$ cat src/rtl/fetch_sequencer.sv
// fetch_sequencer: owns the instruction pointer, drives instr_fetch and issues words to execute.
// Optional feature macro: FETCH_SINGLE_STEP_EN (adds step input and WAIT_STEP gating).
// Ports:
//   clk, reset        rising-edge clock, synchronous active-high reset
//   fetch_enable      instr_fetch latches the word at pointer on this edge
//   pointer           current ip, always presented to instr_fetch
//   instr_valid       an unconsumed fetched instruction is on offer
//   instr_ready       execute accepts the offered instruction
//   branch_taken      with accept, redirect ip to branch_target
//   branch_target     redirect address
//   halt              with accept, park in HALTED after this instruction
//   halted            sequencer is parked until reset
//   step              single-step pulse (macro build only)
//   retired           count of accepted instructions
module fetch_sequencer #(
    parameter int WORD_SIZE    = 16,
    parameter int RESET_VECTOR = 0,
    parameter int COUNT_WIDTH  = 16
) (
    input  logic                   clk,
    input  logic                   reset,
    output logic                   fetch_enable,
    output logic [WORD_SIZE-1:0]   pointer,
    output logic                   instr_valid,
    input  logic                   instr_ready,
    input  logic                   branch_taken,
    input  logic [WORD_SIZE-1:0]   branch_target,
    input  logic                   halt,
    output logic                   halted,
`ifdef FETCH_SINGLE_STEP_EN
    input  logic                   step,
`endif
    output logic [COUNT_WIDTH-1:0] retired
);
    typedef enum logic [1:0] {FETCH, ISSUE, HALTED, WAIT_STEP} state_t;
    state_t state, next_state;
    logic [WORD_SIZE-1:0] ip;
    logic accept;
    logic step_go;
`ifdef FETCH_SINGLE_STEP_EN
    localparam state_t RESET_STATE  = WAIT_STEP;
    localparam state_t AFTER_ACCEPT = WAIT_STEP;
    assign step_go = step;
`else
    localparam state_t RESET_STATE  = FETCH;
    localparam state_t AFTER_ACCEPT = FETCH;
    assign step_go = 1'b0;
`endif
    assign fetch_enable = (state == FETCH);
    assign instr_valid  = (state == ISSUE);
    assign halted       = (state == HALTED);
    assign pointer      = ip;
    always_comb begin
        accept     = (state == ISSUE) && instr_ready;
        next_state = state;
        if (state == FETCH)
            next_state = ISSUE;
        else if (accept)
            next_state = halt ? HALTED : AFTER_ACCEPT;
        else if (state == WAIT_STEP && step_go)
            next_state = FETCH;
    end
    always_ff @(posedge clk) begin
        if (reset) begin
            state   <= RESET_STATE;
            ip      <= WORD_SIZE'(RESET_VECTOR);
            retired <= '0;
        end else begin
            state <= next_state;
            if (accept) begin
                retired <= retired + 1'b1;
                ip      <= branch_taken ? branch_target : ip + 1'b1;
            end
        end
    end
endmodule
$ cat config.mk
export PLATFORM = sky130hd
export DESIGN_NAME = fetch_sequencer
export DESIGN_NICKNAME = d
export VERILOG_FILES = /design/src/rtl/fetch_sequencer.sv
export SDC_FILE = /design/constraint.sdc
export NUM_CORES = 1
export LEC_CHECK = 0
export ABC_AREA = 1
export CORE_MARGIN = 8
export CORE_UTILIZATION = 51
export CTS_CLUSTER_SIZE = 28
export DETAILED_ROUTE_END_ITERATION = 7
export GPL_ROUTABILITY_DRIVEN = 0
export HOLD_SLACK_MARGIN = 0.12
export PLACE_DENSITY = 0.85
export SYNTH_ARGS = -nofsm -noshare
export SYNTH_HDL_FRONTEND = slang
export SYNTH_SLANG_ARGS = --single-unit
$ cat constraint.sdc
create_clock -name clk -period 3.3 [get_ports clk]
set_clock_uncertainty 0.05 [all_clocks]
set_input_delay 0.495 -clock clk [delete_from_list [all_inputs] [get_ports clk]]
set_output_delay 0.495 -clock clk [all_outputs]
set_load 0.01 [all_outputs]
==> Yosys cells after proc, flatten, opt, wreduce, memory -nomap -nowiden <==
Cells that the tools add are included.
Widths: inputs -> output; s select.
{ "totals": {"out_inout_bits": 35, "elab_cells": 16, "ff_bits": 34} }
{ "op_classes": {"add_sub_neg": 2, "reduce_logical": 4, "eq_ne": 2, "mux": 4} }
{ "op_table": {"columns": ["cell", "n"], "rows": [
  ["$add 16x1->16 const B", 2],
  ["$mux 16", 1],
  ["$eq 2x1->1 const B", 1],
  ["$eq 2x2->1 const B", 1],
  ["$logic_not 2->1", 1],
  ["$mux 1", 2],
  ["$mux 2", 1],
  ["$reduce_bool 2->1", 1],
  ["$reduce_or 2->1", 1],
  ["$logic_and 1x1->1", 1]
]} }

==> Logic depth before layout (Yosys ltp) <==
Gate-level depths: netlist of run 1.
{ "logic_depth": {"ltp_word": 4, "ltp_mapped": 9, "mapped_depth_nobuf": 9} }

==> Worst setup path after synthesis of run 1 <==
No wires, ideal clock.
{ "synth_timing": {"path_kind": "register -> register", "startpoint": "register ip[0], in the netlist pointer[0]", "endpoint": "register ip[14], in the netlist pointer[14]", "path_stages_with_launch": 9, "t_arrival_ns": 1.240, "setup_ns": 0.121, "setup_slack_ns": 1.889, "period_less_slack_ns": 1.411, "path_cell_list": "dfxtp_1 > ha_1 > nand3_1 > nor2_1 > nand3_1 > nand2_1 > nand3_1 > nand2_1 > o21ai_0"} }
{ "synth_between": {"elab_chain_cells": 2} }
{ "synth_lines": {"columns": ["item", "line", "rtl"], "rows": [
  ["start, declared", "37", "logic [WORD_SIZE-1:0] ip;"],
  ["start signal, assigned", "66", "ip <= WORD_SIZE'(RESET_VECTOR);"],
  ["start signal, assigned", "72", "ip <= branch_taken ? branch_target : ip + 1'b1;"],
  ["$add 16x1->16", "72", null],
  ["$mux 16", "72", null]
]} }
Every way passes these cells.
A chain may end at the register's enable or synchronous reset.

==> Worst setup path after layout of run 1 <==
{ "layout_timing": {"startpoint": "register state[1]", "endpoint": "output halted"} }
{ "layout_between": {"elab_chain_cells": 1} }
{ "layout_lines": {"columns": ["item", "line", "rtl"], "rows": [
  ["start, declared", "36", "state_t state, next_state;"],
  ["start signal, assigned", "69", "state <= next_state;"],
  ["$eq 2x2->1", "51", "assign halted = (state == HALTED);"],
  ["end, declared", "29", "output logic halted,"]
]} }
Every way passes these cells.

==> flow_summary_export.csv, run 1 <==
group,metric,value,unit
clock_network,post_cts_buffers,0,
power_and_ir_drop,comb_power_share,15.8,%
power_and_ir_drop,switching_share,26.8,%
job,drv_cap,0,
routing,vias,2096,
layout,drive_above_1_share,6.48,%
layout,layout.nets,377,
clock_network,cts-hold-fix-buffers,0,
sta,slew_violations,0,
layout,num-fill-cells,340,
critical_path,reg2regPathDepth,8,
synthesis,netlist_area,0.00193,mm^2
floorplanning,dieHeight,77.4,um
layout,mostFrequentLayoutCell,"nand2_1",
clock_network,cts_max_level,2,
power_and_ir_drop,power.leakage,1.04,nW
critical_path,end_kind,"output pin",
worst_hold_path,hold_end,"retired[9]",
place,io_buffers,55,
critical_path,crit_type,"flip-flop to output pin",
worst_hold_path,hp-start,"retired[9]",
worst_hold_path,hold_depth,2,
synthesis,ys_ff_latch,34,
global_route,grt_max_degree,26,
sta,fin_setup_tns,0,ns
power_and_ir_drop,clock_power_share,34.8,%
synthesis,ys_seq_area_share,35.3,%
synthesis,synth_cells,297,
routing,dr.pass1.iters,5,
clock_network,cts_tree,"yes",
routing,avgViaCountPerCell,5.20,
worst_hold_path,hold_path_class,"flip-flop to flip-flop",
global_route,grt_pass1_vias,2005,
layout,fin_cells,403,
synthesis,syn_avg_cell_area,6.48,um^2
power_and_ir_drop,power.internal,0.675,mW
global_route,antenna_found_initial,0,
sta,slew_headroom,53.6,%
place,hpwlAfterDp,3920,um
clock_network,clock_sinks,34,
global_route,grt.total_usage,17.3,%
critical_path,worstPathMaxFanout,3,
layout,diodes,0,
routing,wl_per_cell,12.7,um
synthesis,yosys.cell_types.count,30,
critical_path,critPathLaunchType,"flip-flop",
power_and_ir_drop,power_density,354,mW/mm^2
layout,syn_to_final_growth,35.2,%
routing,drtIter0Drc,135,
critical_path,r2r_start,"pointer[0]",
critical_path,arrival,1.49,ns
routing,routed_wl,5110,um
synthesis,synth_fp_nets,320,
critical_path,r2r_end,"pointer[14]",
sta,rsz0062_at_grt,"false",
routing,drc_errors,0,
global_route,grt_remaining_overflow,0,
floorplanning,initial_core_util,53.0,%
clock_network,cts_made_buffers,5,
layout,layout_common_cells,"76 x nand2_1, 55 x clkdlybuf4s50_1, 50 x nor2_1",
power_and_ir_drop,power.switching,0.247,mW
floorplanning,dieArea,0.00600,mm^2
power_and_ir_drop,seqPwrFrac,49.4,%
clock_network,clk_path_buf_depth,2,
floorplanning,rows,22,
place,place_inst,395,
sta,hold_viol,0,
sta,tightestPinTransition,0.695,ns
clock_network,clk_pin_slew_worst_paths,0.07,ns
sta,setup_viol,0,
sta,min_period,2.04,ns
critical_path,crit_required,2.75,ns
sta,finalCritPeriodShare,61.8,%
clock_network,clk_latency,0.29,ns
clock_network,root_buffer,"clkbuf_8",
floorplanning,dieWidth,77.4,um
floorplanning,io_pins,56,
global_route,grt_pass1_wl,8670,um
status,status,"complete, no violations",
sta,max_clock_freq,491,MHz
clock_network,cts_resized,0,
routing,final_antenna_net_count,0,
critical_path,reg2reg_slack,1.68,ns
synthesis,yosysWarnings,0,
power_and_ir_drop,total_power,0.922,mW
power_and_ir_drop,vdd_ir_drop_max,276,uV
floorplanning,placeableCoreArea,0.00363,mm^2
## layer usage
layer,routed length [um],GRT usage (%),vias to the layer above
met5,0,0,-
met4,115,7.74,0
met2,2570,30.7,64
li1,-,-,1073
met3,293,6.68,12
met1,2130,17.6,947
## worst max path at each step
| stage | startpoint | end | slack, ns |
|---|---|---|---|
| 6_report | state[1] | halted | 1.26 |
| 5_1_grt | state[1] | halted | 1.13 |
| 4_1_cts | state[1] | halted | 1.24 |
| 3_5_place_dp | reset | pointer[4] | 1.03 |
| 3_3_place_gp | reset | pointer[7] | 1.08 |
| 2_1_floorplan | pointer[0] | pointer[14] | 1.89 |
## sequential cells by signal, summed over array words and instances (netlist names)
register  count
retired      16
state         2
pointer      16
## power by group through the flow
stage	Sequential (mW)	Clock [mW]	Combinational, mW
after CTS	0.456	0.328	0.147
after global routing	0.459	0.353	0.160
after detailed placement	0.464	0	0.146
after floorplan	0.468	0	0.0611
final	0.456	0.321	0.145
after global placement	0.464	0	0.144
## cell families after synthesis
| group | after synthesis | share of synthesized area, % |
|---|---|---|
| XOR/XNOR | 3 | 1.36 |
| buffers and inverters | 44 | 8.90 |
| multiplexers | 1 | 0.520 |
| AO/OA/AOI/OAI | 40 | 11.6 |
| adder cells (fa/ha/maj) | 2 | 1.30 |
| flip-flops | 34 | 35.3 |
| AND/OR/NAND/NOR | 173 | 40.9 |
## metrics by stage
step	area [um^2]	hold slack (ns)	worst slack, ns	utilization, %
3_5_place_dp	2510	0.443	1.03	69.1
5_1_grt	2600	0.477	1.13	71.6
6_report	2600	0.459	1.26	71.6
3_3_place_gp	2510	0.431	1.08	69.1
4_1_cts	2600	0.454	1.24	71.6
2_1_floorplan	1930	0.443	1.89	-
## layout make-up
type / count / area, um^2 / share of cell area (%)
Multi-Input combinational cell: 219 / 1070 / 41.2
Timing Repair Buffer: 55 / 551 / 21.2
Tap cell: 48 / 60.1 / 2.31
Inverter: 39 / 146 / 5.62
Clock buffer: 7 / 86.3 / 3.32
Sequential cell: 34 / 681 / 26.2
Clock inverter: 1 / 5.00 / 0.192
## critical path: stages, from the launching register on
cell and delay [ns]:
dfxtp_1 0.36, inv_1 0.11, nor2_1 0.17, clkdlybuf4s50_1 0.57
## synthesized netlist by cell type (all sizes together)
cell type	n	area (um^2)
xor2	3	26.3
o211ai	3	22.5
nand2	78	298
a21oi	11	55.1
nor4	1	6.26
nor2	54	223
o21bai	1	11.3
o21ai	22	114
inv	39	146
a22o	1	8.76
mux2i	1	10.0
nand3	23	133
nor3	8	56.3
nand4	8	65.1
ha	2	25.0
buf	5	25.0
nand3b	1	7.51
dfxtp	34	681
o22ai	2	12.5
Note: power is estimated with default switching activity, not from simulation.
==> inputs of run 2 (changes only) <==
Settings changed: CORE_UTILIZATION 51 to 43, PLACE_DENSITY 0.85 to 0.76.
Clock period 3.3 ns to 1.8 ns, I/O delays scaled along.
==> flow_summary_export.csv, run 2 (same netlist as run 1, synthesis figures left out) <==
group,metric,value,unit
critical_path,crit_type,"flip-flop to output pin",
global_route,grt_use_met2,27.2,%
routing,vias,2025,
power_and_ir_drop,power.switching,0.448,mW
layout,layout_common_cells,"76 x nand2_1, 54 x clkdlybuf4s50_1, 50 x nor2_1",
power_and_ir_drop,seqPwrFrac,50.6,%
floorplanning,placeableCoreArea,0.00432,mm^2
power_and_ir_drop,power_density,621,mW/mm^2
place,hpwlAfterDp,3970,um
worst_hold_path,hp-start,"pointer[15]",
layout,syn_to_final_growth,37.9,%
power_and_ir_drop,clock_power_share,32.5,%
power_and_ir_drop,power.internal,1.20,mW
critical_path,cpMaxStageDelayCell,"clkdlybuf4s50_1",
global_route,grt_remaining_overflow,0,
sta,setup_viol,0,
layout,layout.nets,383,
critical_path,cp_cell_sequence,"inv_1 > nor2_1 > clkdlybuf4s50_1",
clock_network,cts_made_buffers,5,
layout,diodes,0,
power_and_ir_drop,comb_power_share,17.0,%
global_route,grt_pass1_wl,9240,um
global_route,grt_max_degree,26,
sta,worst_slack,0.0997,ns
critical_path,r2r_start,"pointer[0]",
global_route,use_met3,4.49,%
sta,tightestPinTransition,0.274,ns
global_route,antenna_found_initial,0,
clock_network,clock_sinks,34,
routing,dr.pass1.iters,4,
sta,slew_violations,0,
critical_path,cp_top_family,"buffers and inverters",
sta,min_period,1.70,ns
critical_path,critPathLaunch,"state[0]",
routing,avgViaCountPerCell,4.92,
clock_network,post_cts_buffers,0,
clock_network,cts_max_level,2,
clock_network,cts-hold-fix-buffers,0,
critical_path,critPathLaunchType,"flip-flop",
global_route,grt.total_usage,15.5,%
worst_hold_path,hold_path_class,"flip-flop to flip-flop",
floorplanning,rows,24,
critical_path,end_kind,"output pin",
clock_network,root_buffer,"clkbuf_8",
global_route,use_met1,17.5,%
clock_network,clk_latency,0.28,ns
power_and_ir_drop,power.leakage,1.08,nW
layout,fin_util,61.4,%
job,drv_cap,0,
routing,drtIter0Drc,86,
sta,rsz0062_at_grt,"false",
floorplanning,io_pins,56,
power_and_ir_drop,switching_share,27.2,%
critical_path,crit_required,1.48,ns
floorplanning,initial_core_util,44.5,%
routing,drc_errors,0,
critical_path,arrival,1.38,ns
sta,hold_viol,0,
floorplanning,dieWidth,82.9,um
floorplanning,dieHeight,82.9,um
routing,final_antenna_net_count,0,
sta,fin_setup_tns,0,ns
clock_network,clk_pin_slew_worst_paths,0.07,ns
floorplanning,dieArea,0.00688,mm^2
global_route,grt_pass1_vias,2085,
global_route,grt_busiest_layer,"met2",
layout,final_area,0.00266,mm^2
power_and_ir_drop,vdd_ir_drop_max,344,uV
routing,wl_per_cell,12.3,um
sta,max_clock_freq,588,MHz
critical_path,worstPathMaxFanout,4,
sta,finalCritPeriodShare,94.5,%
clock_network,cts_resized,0,
routing,routed_wl,5080,um
critical_path,crit_buf_inv,2,
layout,drive_above_1_share,8.06,%
sta,slew_headroom,81.6,%
place,postPlaceCellArea,0.00257,mm^2
place,place_ws,0.102,ns
status,status,"complete, no violations",
clock_network,clk_path_buf_depth,2,
layout,mostFrequentLayoutCell,"nand2_1",
layout,num-fill-cells,420,
clock_network,cts_tree,"yes",
critical_path,slowest_delay,0.55,ns
place,io_buffers,55,
[run 2: worst reg2reg max path, delay by kind of cell (launching register included)]
kind,cells,cell delay [ns]
compound gates,1,0.07
fa+ha+maj,1,0.22
flops,1,0.42
simple gates,6,0.69
[run 2: power groups by stage]
stage	registers, mW	clock network, mW	logic [mW]
finish	0.833	0.535	0.279
global route	0.842	0.580	0.313
CTS	0.834	0.549	0.283
detailed placement	0.851	0	0.282
global placement	0.851	0	0.279
floorplan	0.857	0	0.112
[run 2: routing by layer]
metal,up-vias,part of all wire [%]
li1,1080,-
met2,48,50
met3,5,5.6
met4,0,0.87
met5,-,0
met1,892,44
[run 2: path summary, 6_finish.rpt]
path                  to  slack, ns  cells past startpoint
min reg2reg  pointer[15]       0.44                      2
min          pointer[15]       0.44                      2
max reg2reg  pointer[14]       0.25                      8
max          instr_valid        0.1                      3
[run 2: cell type report]
cell class	count	area [um^2]	share of cell area, %
clock buffers	5	68.8	2.59
multi-input cells	219	1070	40.4
flip-flops and latches	34	681	25.6
well taps	52	65.1	2.45
clock inverters	2	10.0	0.377
repair buffers	61	611	23.0
inverters	39	146	5.51
[run 2: per-stage QoR]
step                hold slack, ns  power [mW]  std cells
floorplan                    0.289       0.969        297
global placement             0.420        1.13        405
detailed placement           0.427        1.13        405
CTS                          0.439        1.67        412
global route                 0.461        1.74        412
finish                       0.441        1.65        412
==> inputs of run 3 (changes only) <==
Settings changed: GPL_ROUTABILITY_DRIVEN 0 to unset.
==> results of run 3 <==
Same layout as run 2: the final DEF is identical, and so are final timing and power.
